**src/rtl/wino_tile_feeder.sv**
```systemverilog
// Streaming front end for the Winograd F(2x2,3x3) datapath: buffers four image
// rows of a row-major pixel stream and emits overlapping 4x4 tiles at stride 2.
module wino_tile_feeder #(
  parameter int IMG_W = 8,
  parameter int IMG_H = 8
) (
  input  logic         clk,
  input  logic         rstn,
  input  logic [7:0]   pix_in,
  input  logic         pix_valid,
  output logic         pix_ready,
  output logic [127:0] tile_out,
  output logic         tile_valid,
  input  logic         tile_ready,
  output logic [7:0]   tile_row,
  output logic [7:0]   tile_col,
  output logic         tile_last
);

  localparam int DATA_W = 8;
  localparam int CW = (IMG_W > 1) ? $clog2(IMG_W) : 1;
  localparam logic [CW-1:0] FILL_COL_LAST = CW'(IMG_W - 1);
  localparam logic [7:0] COL_LAST = 8'((IMG_W - 4) / 2);
  localparam logic [7:0] ROW_LAST = 8'((IMG_H - 4) / 2);

  typedef enum logic [1:0] {
    FILL4 = 2'd0,
    EMIT  = 2'd1,
    FILL2 = 2'd2
  } state_t;

  state_t            state;
  logic [1:0]        fill_row;
  logic [CW-1:0]     fill_col;
  logic [DATA_W-1:0] rb [4][IMG_W];
  logic [CW-1:0]     cidx;

  logic pix_acc;
  logic tile_hs;
  logic band_end;
  logic frame_end;
  logic shift_rows;

  always_comb begin
    pix_acc    = pix_valid && pix_ready;
    tile_hs    = (state == EMIT) && tile_valid && tile_ready;
    band_end   = (tile_col == COL_LAST);
    frame_end  = band_end && (tile_row == ROW_LAST);
    shift_rows = tile_hs && band_end && !frame_end;
  end

  // Row buffer: pixel data only, never reset. Row shift and pixel writes are
  // mutually exclusive because pix_ready is low throughout EMIT.
  always_ff @(posedge clk) begin
    if (shift_rows) begin
      for (int c = 0; c < IMG_W; c++) begin
        rb[0][c] <= rb[2][c];
        rb[1][c] <= rb[3][c];
      end
    end
    if (pix_acc) begin
      rb[fill_row][fill_col] <= pix_in;
    end
  end

  // Tile window: element (i,j) is buffer row i, column 2*tile_col+j.
  always_comb begin
    tile_out = '0;
    cidx     = '0;
    if (tile_valid) begin
      for (int i = 0; i < 4; i++) begin
        for (int j = 0; j < 4; j++) begin
          cidx = CW'({tile_col, 1'b0} + 9'(j));
          tile_out[32*i+8*j +: 8] = rb[i][cidx];
        end
      end
    end
  end

  always_ff @(posedge clk or negedge rstn) begin
    if (!rstn) begin
      state      <= FILL4;
      pix_ready  <= 1'b0;
      tile_valid <= 1'b0;
      tile_row   <= '0;
      tile_col   <= '0;
      tile_last  <= 1'b0;
      fill_row   <= '0;
      fill_col   <= '0;
    end else begin
      case (state)
        FILL4, FILL2: begin
          if (!pix_ready) begin
            pix_ready <= 1'b1;
          end
          if (pix_acc) begin
            if (fill_col == FILL_COL_LAST) begin
              fill_col <= '0;
              if (fill_row == 2'd3) begin
                fill_row   <= '0;
                pix_ready  <= 1'b0;
                tile_valid <= 1'b1;
                tile_last  <= (tile_row == ROW_LAST) && (COL_LAST == 8'd0);
                state      <= EMIT;
              end else begin
                fill_row <= fill_row + 2'd1;
              end
            end else begin
              fill_col <= fill_col + 1'b1;
            end
          end
        end
        EMIT: begin
          if (tile_hs) begin
            if (!band_end) begin
              tile_col  <= tile_col + 8'd1;
              tile_last <= (tile_row == ROW_LAST) && ((tile_col + 8'd1) == COL_LAST);
            end else begin
              tile_valid <= 1'b0;
              pix_ready  <= 1'b1;
              tile_col   <= '0;
              tile_last  <= 1'b0;
              if (frame_end) begin
                tile_row <= '0;
                fill_row <= 2'd0;
                state    <= FILL4;
              end else begin
                // Rows 2..3 slide down to 0..1; refill only the lower pair.
                tile_row <= tile_row + 8'd1;
                fill_row <= 2'd2;
                state    <= FILL2;
              end
            end
          end
        end
        default: state <= FILL4;
      endcase
    end
  end

endmodule

```
**config.mk**
```make
export PLATFORM = sky130hd
export DESIGN_NAME = wino_tile_feeder
export DESIGN_NICKNAME = d
export VERILOG_FILES = /design/src/rtl/wino_tile_feeder.sv
export SDC_FILE = /design/constraint.sdc
export NUM_CORES = 1
export LEC_CHECK = 0
export ABC_AREA = 1
export CORE_AREA = 2 2 212 214
export DETAILED_ROUTE_END_ITERATION = 8
export DIE_AREA = 0 0 214 216
export PLACE_DENSITY = 0.5
export SYNTH_ARGS = -nofsm -noshare
export SYNTH_HDL_FRONTEND = slang
export SYNTH_SLANG_ARGS = --single-unit
```
**constraint.sdc**
```tcl
create_clock -name clk -period 3.8 [get_ports clk]
set_input_delay 0.76 -clock clk [delete_from_list [all_inputs] [get_ports clk]]
set_output_delay 0.76 -clock clk [all_outputs]
set_load 0.02 [all_outputs]
```
==> metrics.txt, run 1 <==
Synth async-reset ratio=0.0922; Top FF cell, synth=edfxtp_1; count leader, synth=a21oi_1; initial antenna violation count=0; Post-DP Area=17300 µm²; hold path depth=2; ranking of synthesized cells by area=edfxtp_1, a21oi_1, nand2_1; Setup CP Type=flop to primary output; DPL Wire Length=roughly 35000 µm; gpl congestion=a little over 0.8; CP max FO=approximately 190; Synth top area share=0.505; Synth Area in Adders=0.00904; Via-to-Cell Ratio=approximately 5.3; Hold Path End=tile_last; first-pass GRT wire length=roughly 76000 µm; IO Port Bufs=approximately 160; FF/Latch Area=approximately 8300 µm²; Synth Area in Compound Gates=0.261; RR Endpoint=rb[1][44]; CORE AREA=roughly 44000 µm²; CTS max path bufs=3; xor-xnor portion of the synthesized cell area=0.00173; Startpoint Class=flop; drt pass-1 iters=5; Tmin final=around 3.8 ns; Crit path largest cell delay=0.67 ns; area leader, netlist=edfxtp_1; Reg2Reg Setup Slack=roughly 1.3 ns; Synth Cell Area=15200 µm²; sequential power share=0.224; total gr overflow=0; # nets final=around 1800; crit-path cells=inv_6, buf_16, o21ai_0, a21oi_1, clkdlybuf4s50_1; Rel. slew slack=0.267; clock buffer count from CTS=30; status=complete, no violations; Die Span Y=216 µm; PD cells=approximately 950 nW/µm²; layout cells sized above 1=0.0723; Avg Cell Area, Syn=between 9 and 10 µm²; Net Sw Power=about 7.9 mW; Max Freq=266 MHz; simple-gate share of the synthesized area=0.0951; Final Hold Fails=0; Setup Fix Bufs, Post-CTS=0; hold path startpoint=tile_last; Post-CTS Hold Fix Bufs=0; number of flops mapped to enable cells by yosys=256; Yosys cell types=31; CP arrival=approximately 3.0 ns; area grow syn2layout=20.5%; FF-to-FF path depth=8; Post-synth top cells=a21oi_1, edfxtp_1, nand2_1, o21ai_1, inv_1; final setup TNS=0 ns; DRT iter0 DRCs=approximately 1300; CTS tree=yes; multi-input logic area=between 5000 and 6000 µm²; largest family of logic cells by synthesized area=compound AO/OA/AOI/OAI gates; total wire length=around 50000 µm; # DRC=0; Mapped Nets=about 1700; clk_lat worst skew=0.57 ns; Net Sw Frac=0.456; post-route ant nets=0; routed len/inst=about 21 µm; Die X=214 µm; Rows=slightly below 80; total number of H-tree levels=1; mux contribution to synthesized area=0; Hold WC Path Type=flop to flop; Worst R2R Start=tile_col[0]; FF+latch count, synth=282; Seq/Total Area, Yosys=0.547; fillcell total=4283; Worst VDD drop=approximately 0.00062 V; Crit-path slowest cell=clkdlybuf4s50_1; Gate Count Post-Synth=between 1500 and 2000; max-cap violations=0; vias in the first global route=~12000; fin. max-slew vios=0; Power, Total=17.4 mW; total track usage=0.216; skew final=just under 0.008 ns; CTS clk-pin slew, worst paths=0.07 ns; Gate power share=0.601; post-layout instance area=18400 µm²; pin count of the biggest net entering global routing=between 150 and 200; Antenna Cells=0; clock network power share=0.175; Initial Utilization=0.347; die area=between 40000 and 50000 µm²; clk root buf=clkbuf_16; Period Utilization, post-route=0.989; via count=about 13000; Pint=approximately 9.5 mW; RSZ-0062 raised after global routing=false; CP Capture Type=primary output; final setup vio count=0; Top Ports=about 160; Slew @ Worst Pin=1.10 ns; leakage power=6.75 nW; Ys Warns=0; CTS Sinks=~280; Worst EP required=about 3.0 ns
cells in the final DEF, fill, tap and decap left out, drive strengths merged, types with 12 or more instances in the layout:
cell type      Yosys  layout
dfrtp             26      26
nor2              50      50
buf               66      40
o211ai            48      48
dlymetal6s2s       0      12
nand2            258     258
o21a              25      25
clkbuf            59      39
nand3             19      19
a21oi            337     337
o21ai            341     341
inv              174     174
edfxtp           256     256
clkdlybuf4s50      0     141
timing repair:
action | CTS | global route
hold endpoints to repair | 0 | 0
endpoints found under the setup margin | 11 | 60
gates resized for setup | 10 | 18
sequential cells by signal, summed over array words and instances (netlist names):
name        flops
tile_row        8
tile_last       1
tile_valid      1
state           2
tile_col        8
pix_ready       1
fill_row        2
rb            256
fill_col        3
worst max path at each step:
stage	startpoint	endpoint	slack [ns]	cells past startpoint
finish	tile_col[0]	tile_out[123]	0.04	5
global route	tile_col[1]	tile_out[49]	0.001	7
CTS	tile_col[0]	tile_out[93]	0.004	7
detailed placement	tile_col[0]	tile_out[115]	0.48	7
global placement	tile_col[0]	tile_out[115]	0.48	7
floorplan	tile_col[0]	tile_out[82]	0.51	13
power groups by stage:
stage / Combinational [mW] / Clock [mW] / Sequential, mW
4_1_cts: 10.5 / 3.11 / 3.90
5_1_grt: 11.2 / 3.22 / 3.93
3_5_place_dp: 10.5 / 0 / 3.96
3_3_place_gp: 10.4 / 0 / 3.96
2_1_floorplan: 6.10 / 0 / 3.96
6_report: 10.5 / 3.04 / 3.90
critical path: cells and delay by family (launching register included):
kind / cells / cell delay [ns]
buffers and inverters: 3 / 1.20
flip-flops: 1 / 0.51
AO/OA/AOI/OAI: 2 / 0.50
kinds of logic (layout without fill, tap and decap cells):
kind of cell               count (synthesis)  count (layout)
DFF                                      282             282
buffers and inverters                    300             428
and+or+nand+nor                          332             332
AOI/OAI and AO/OA                        756             756
adders and majority gates                 11              11
xor gates and xnor gates                   3               3
layout make-up:
cell class | instances | share of cell area
clock buffers | 39 | 0.0439
clock inverters | 16 | 0.0108
inverters | 175 | 0.0364
multi-input cells | 1102 | 0.305
flip-flops and latches | 282 | 0.455
well taps | 592 | 0.0404
repair buffers | 198 | 0.109
per-layer routing:
metal | share of wire | track usage | vias to the layer above
met5 | 0 | 0 | -
met4 | 0.028 | 0.0697 | 0
met3 | 0.067 | 0.0251 | 74
met2 | 0.45 | 0.341 | 519
met1 | 0.46 | 0.310 | 5948
li1 | - | - | 6135
metrics by stage:
stage | std cells | util | hold slack [ns] | worst slack (ns)
after floorplan | 1684 | - | 0.464 | 0.508
after global placement | 2349 | 0.394 | 0.549 | 0.477
after detailed placement | 2349 | 0.394 | 0.534 | 0.478
after CTS | 2404 | 0.418 | 0.560 | 0.00372
after global routing | 2404 | 0.419 | 0.607 | 0.00103
final | 2404 | 0.419 | 0.566 | 0.0417
Note: power is estimated with default switching activity, not from simulation.
==> run 2, diff against run 1 <==
Settings changed: CAP_MARGIN from default to 30, CELL_PAD_IN_SITES_DETAIL_PLACEMENT from default to 1, CELL_PAD_IN_SITES_GLOBAL_PLACEMENT from default to 2, PLACE_DENSITY 0.5 to 0.76.
==> run 2 against run 1 <==
  * Critical path depth grew 2
  * Non-clock buffer count is 5 higher
  * Worst hold slack got worse by 0.049 ns
  * Final area grew 0.75%
  * Worst setup slack got worse by 0.023 ns
  * Total power up 1.8%
  * Count of clock-buffer cells in the layout decreased by 2
  * Routed wire length rose by 10%
  * Via count rose by 3.9%
  * Critical path type unchanged
  * Largest cell class unchanged
  * Highest routed layer is now met5
==> metrics.txt, run 2 (same netlist as run 1, synthesis figures left out) <==
status=complete, no violations; leakage power=6.95 nW (+3.0%); Startpoint Class=flop; Post-CTS Hold Fix Bufs=0 (unchanged); CTS tree=yes; CORE AREA=43800 µm² (unchanged); Antenna Cells=0 (unchanged); clock buffer count from CTS=31 (+3.3%); Die Span Y=216 µm (unchanged); CTS Sinks=282 (unchanged); total number of H-tree levels=1 (unchanged); Crit path largest cell delay=0.67 ns (about the same); Hold WC Path Type=flop to flop; Top Ports=159 (unchanged); total gr overflow=0 (unchanged); # nets final=1818 (+0.33%); Initial Utilization=0.347 (unchanged); Crit-path slowest cell=clkdlybuf4s50_1; CP most frequent cell=a21oi_1; skew final=0.0182 ns (+0.0103 ns); Tmin final=3.78 ns (+0.0230 ns); post-layout instance area=18500 µm² (+0.75%); commonest non-fill, non-tap cell in the layout=a21oi_1; # DRC=0 (unchanged); RSZ-0062 raised after global routing=true; Max Freq=264 MHz (-0.61%); gpl congestion=0.830 (+0.75%); FF/Latch Area=8350 µm² (unchanged); CP arrival=3.02 ns (+0.02 ns); PD cells=959 nW/µm² (+1.1%); pin count of the biggest net entering global routing=163 (-16%); routed len/inst=23.4 µm (+10%); IO Port Bufs=158 (unchanged); buffer and inverter count on the worst path=3 (unchanged); max reg flops=256 (unchanged); Via-to-Cell Ratio=5.46 (+3.6%); multi-input logic area=5610 µm² (+0.13%); initial antenna violation count=2 (+2); DPL Wire Length=36100 µm (+3.4%); Die X=214 µm (unchanged); Rel. slew slack=0.429 (+0.162); Worst VDD drop=0.000870 V (+40%); Setup CP Type=flop to primary output; CP Capture Type=primary output; Largest Register=rb; die area=46200 µm² (unchanged); Rows=77 (unchanged); fin cells=2409 (+0.21%); Period Utilization, post-route=0.995 (+0.00604); most frequent cells in the layout=a21oi_1, edfxtp_1, nand2_1, o21ai_1; fin. max-slew vios=0 (unchanged); clk_lat worst skew=0.57 ns (about the same); layout cells sized above 1=0.0809 (+0.00861); Post-DP Area=17400 µm² (+0.39%); CP max FO=72 (-63%); family with the most delay on the worst path=buffers and inverters; vias in the first global route=13372 (+12%); first-pass GRT wire length=83900 µm (+10%); Slew @ Worst Pin=0.853 ns (-0.246 ns); CTS max path bufs=3 (unchanged); CTS clk-pin slew, worst paths=0.06 ns (about the same); drt pass-1 iters=5 (unchanged); clk root buf=clkbuf_16; Worst EP required=3.04 ns (about the same); Regs by FF count=rb: 256 flops, tile_col: 8 flops, tile_row: 8 flops; crit-path cells=inv_6, ha_2, buf_12, a21oi_1, o21ai_0, a21oi_1, clkdlybuf4s50_1; count of placed standard cells including taps=2353 (+0.17%); final setup vio count=0 (unchanged); max-cap violations=0 (unchanged); post-route ant nets=0 (unchanged); Final Hold Fails=0 (unchanged); area grow syn2layout=21.4%; via count=13165 (+3.9%); fillcell total=5023 (+17%); final setup TNS=0 ns (unchanged); total wire length=56500 µm (+10%); Hold WS=0.517 ns (-0.0491 ns); total track usage=0.237 (+0.0204); DRT iter0 DRCs=999 (-23%)
-- run 2: changes by cell type in the layout (fill, tap and decap cells not counted), moves of 5 or more --
| cell | before | now |
|---|---|---|
| clkdlybuf4s50_1 | 141 | 122 |
| dlymetal6s2s_1 | 12 | 22 |
| dlygate4sd2_1 | 5 | 14 |
| clkbuf_1 | 8 | 2 |
| buf_4 | 30 | 35 |
| clkinv_2 | 4 | 9 |
-- run 2: worst paths after layout --
check                           slack [ns]       endpoint   startpoint  depth (start not counted)
worst max-delay path                  0.02  tile_out[119]  tile_col[0]                          7
worst min-delay path                  0.52      tile_last    tile_last                          2
worst max register to register        1.31       rb[1][3]  tile_col[0]                          8
worst min register to register        0.52      tile_last    tile_last                          2
max in group asynchronous             2.48    tile_col[5]         rstn                          2
min in group asynchronous             0.63    tile_row[3]         rstn                          1
-- run 2: metrics by stage --
step / power (mW) / worst slack [ns] / utilization
6_report: 17.7 / 0.0187 / 0.422
5_1_grt: 18.7 / -0.0398 / 0.422
4_1_cts: 17.9 / -0.0753 / 0.420
3_5_place_dp: 14.7 / 0.394 / 0.396
3_3_place_gp: 14.6 / 0.267 / 0.395
2_1_floorplan: 10.1 / 0.508 / -
-- run 2: cell type report --
| class | instances | area share |
|---|---|---|
| Clock buffer | 37 | 0.0453 |
| Inverter | 175 | 0.0361 |
| Clock inverter | 18 | 0.0103 |
| Multi-Input combinational cell | 1102 | 0.303 |
| Sequential cell | 282 | 0.451 |
| Timing Repair Buffer | 203 | 0.114 |
| Tap cell | 592 | 0.0401 |
-- run 2: layer usage --
metal,track usage,vias to the layer above,share of wire
met1,0.331,6554,0.46
met2,0.383,398,0.46
li1,-,6134,-
met4,0.0690,4,0.025
met3,0.0327,75,0.054
met5,0,-,0.00046
-- run 2: timing repair --
item	4_1_cts	5_1_grt
gates cloned	1	0
pin swaps	0	2
buffers inserted	0	0
gates resized for setup	16	30
endpoints found under the setup margin	69	57
-- run 2: worst reg2reg max path: stages (launching register included) --
cell and delay (ns):
dfrtp_4 0.52, inv_6 0.11, ha_2 0.19, nand2_1 0.05, nor2_1 0.16, nand2_2 0.22, clkinv_2 0.22, nand2_4 0.23
nand2_1 0.44
-- run 2: power breakdown --
group | switching, mW | internal (mW) | leakage (nW) | total, mW
logic | 6.79 | 3.96 | 3.83 | 10.8
clock network | 1.25 | 1.83 | 0.508 | 3.08
registers | 0.216 | 3.69 | 2.62 | 3.91
total | 8.26 | 9.47 | 6.95 | 17.7
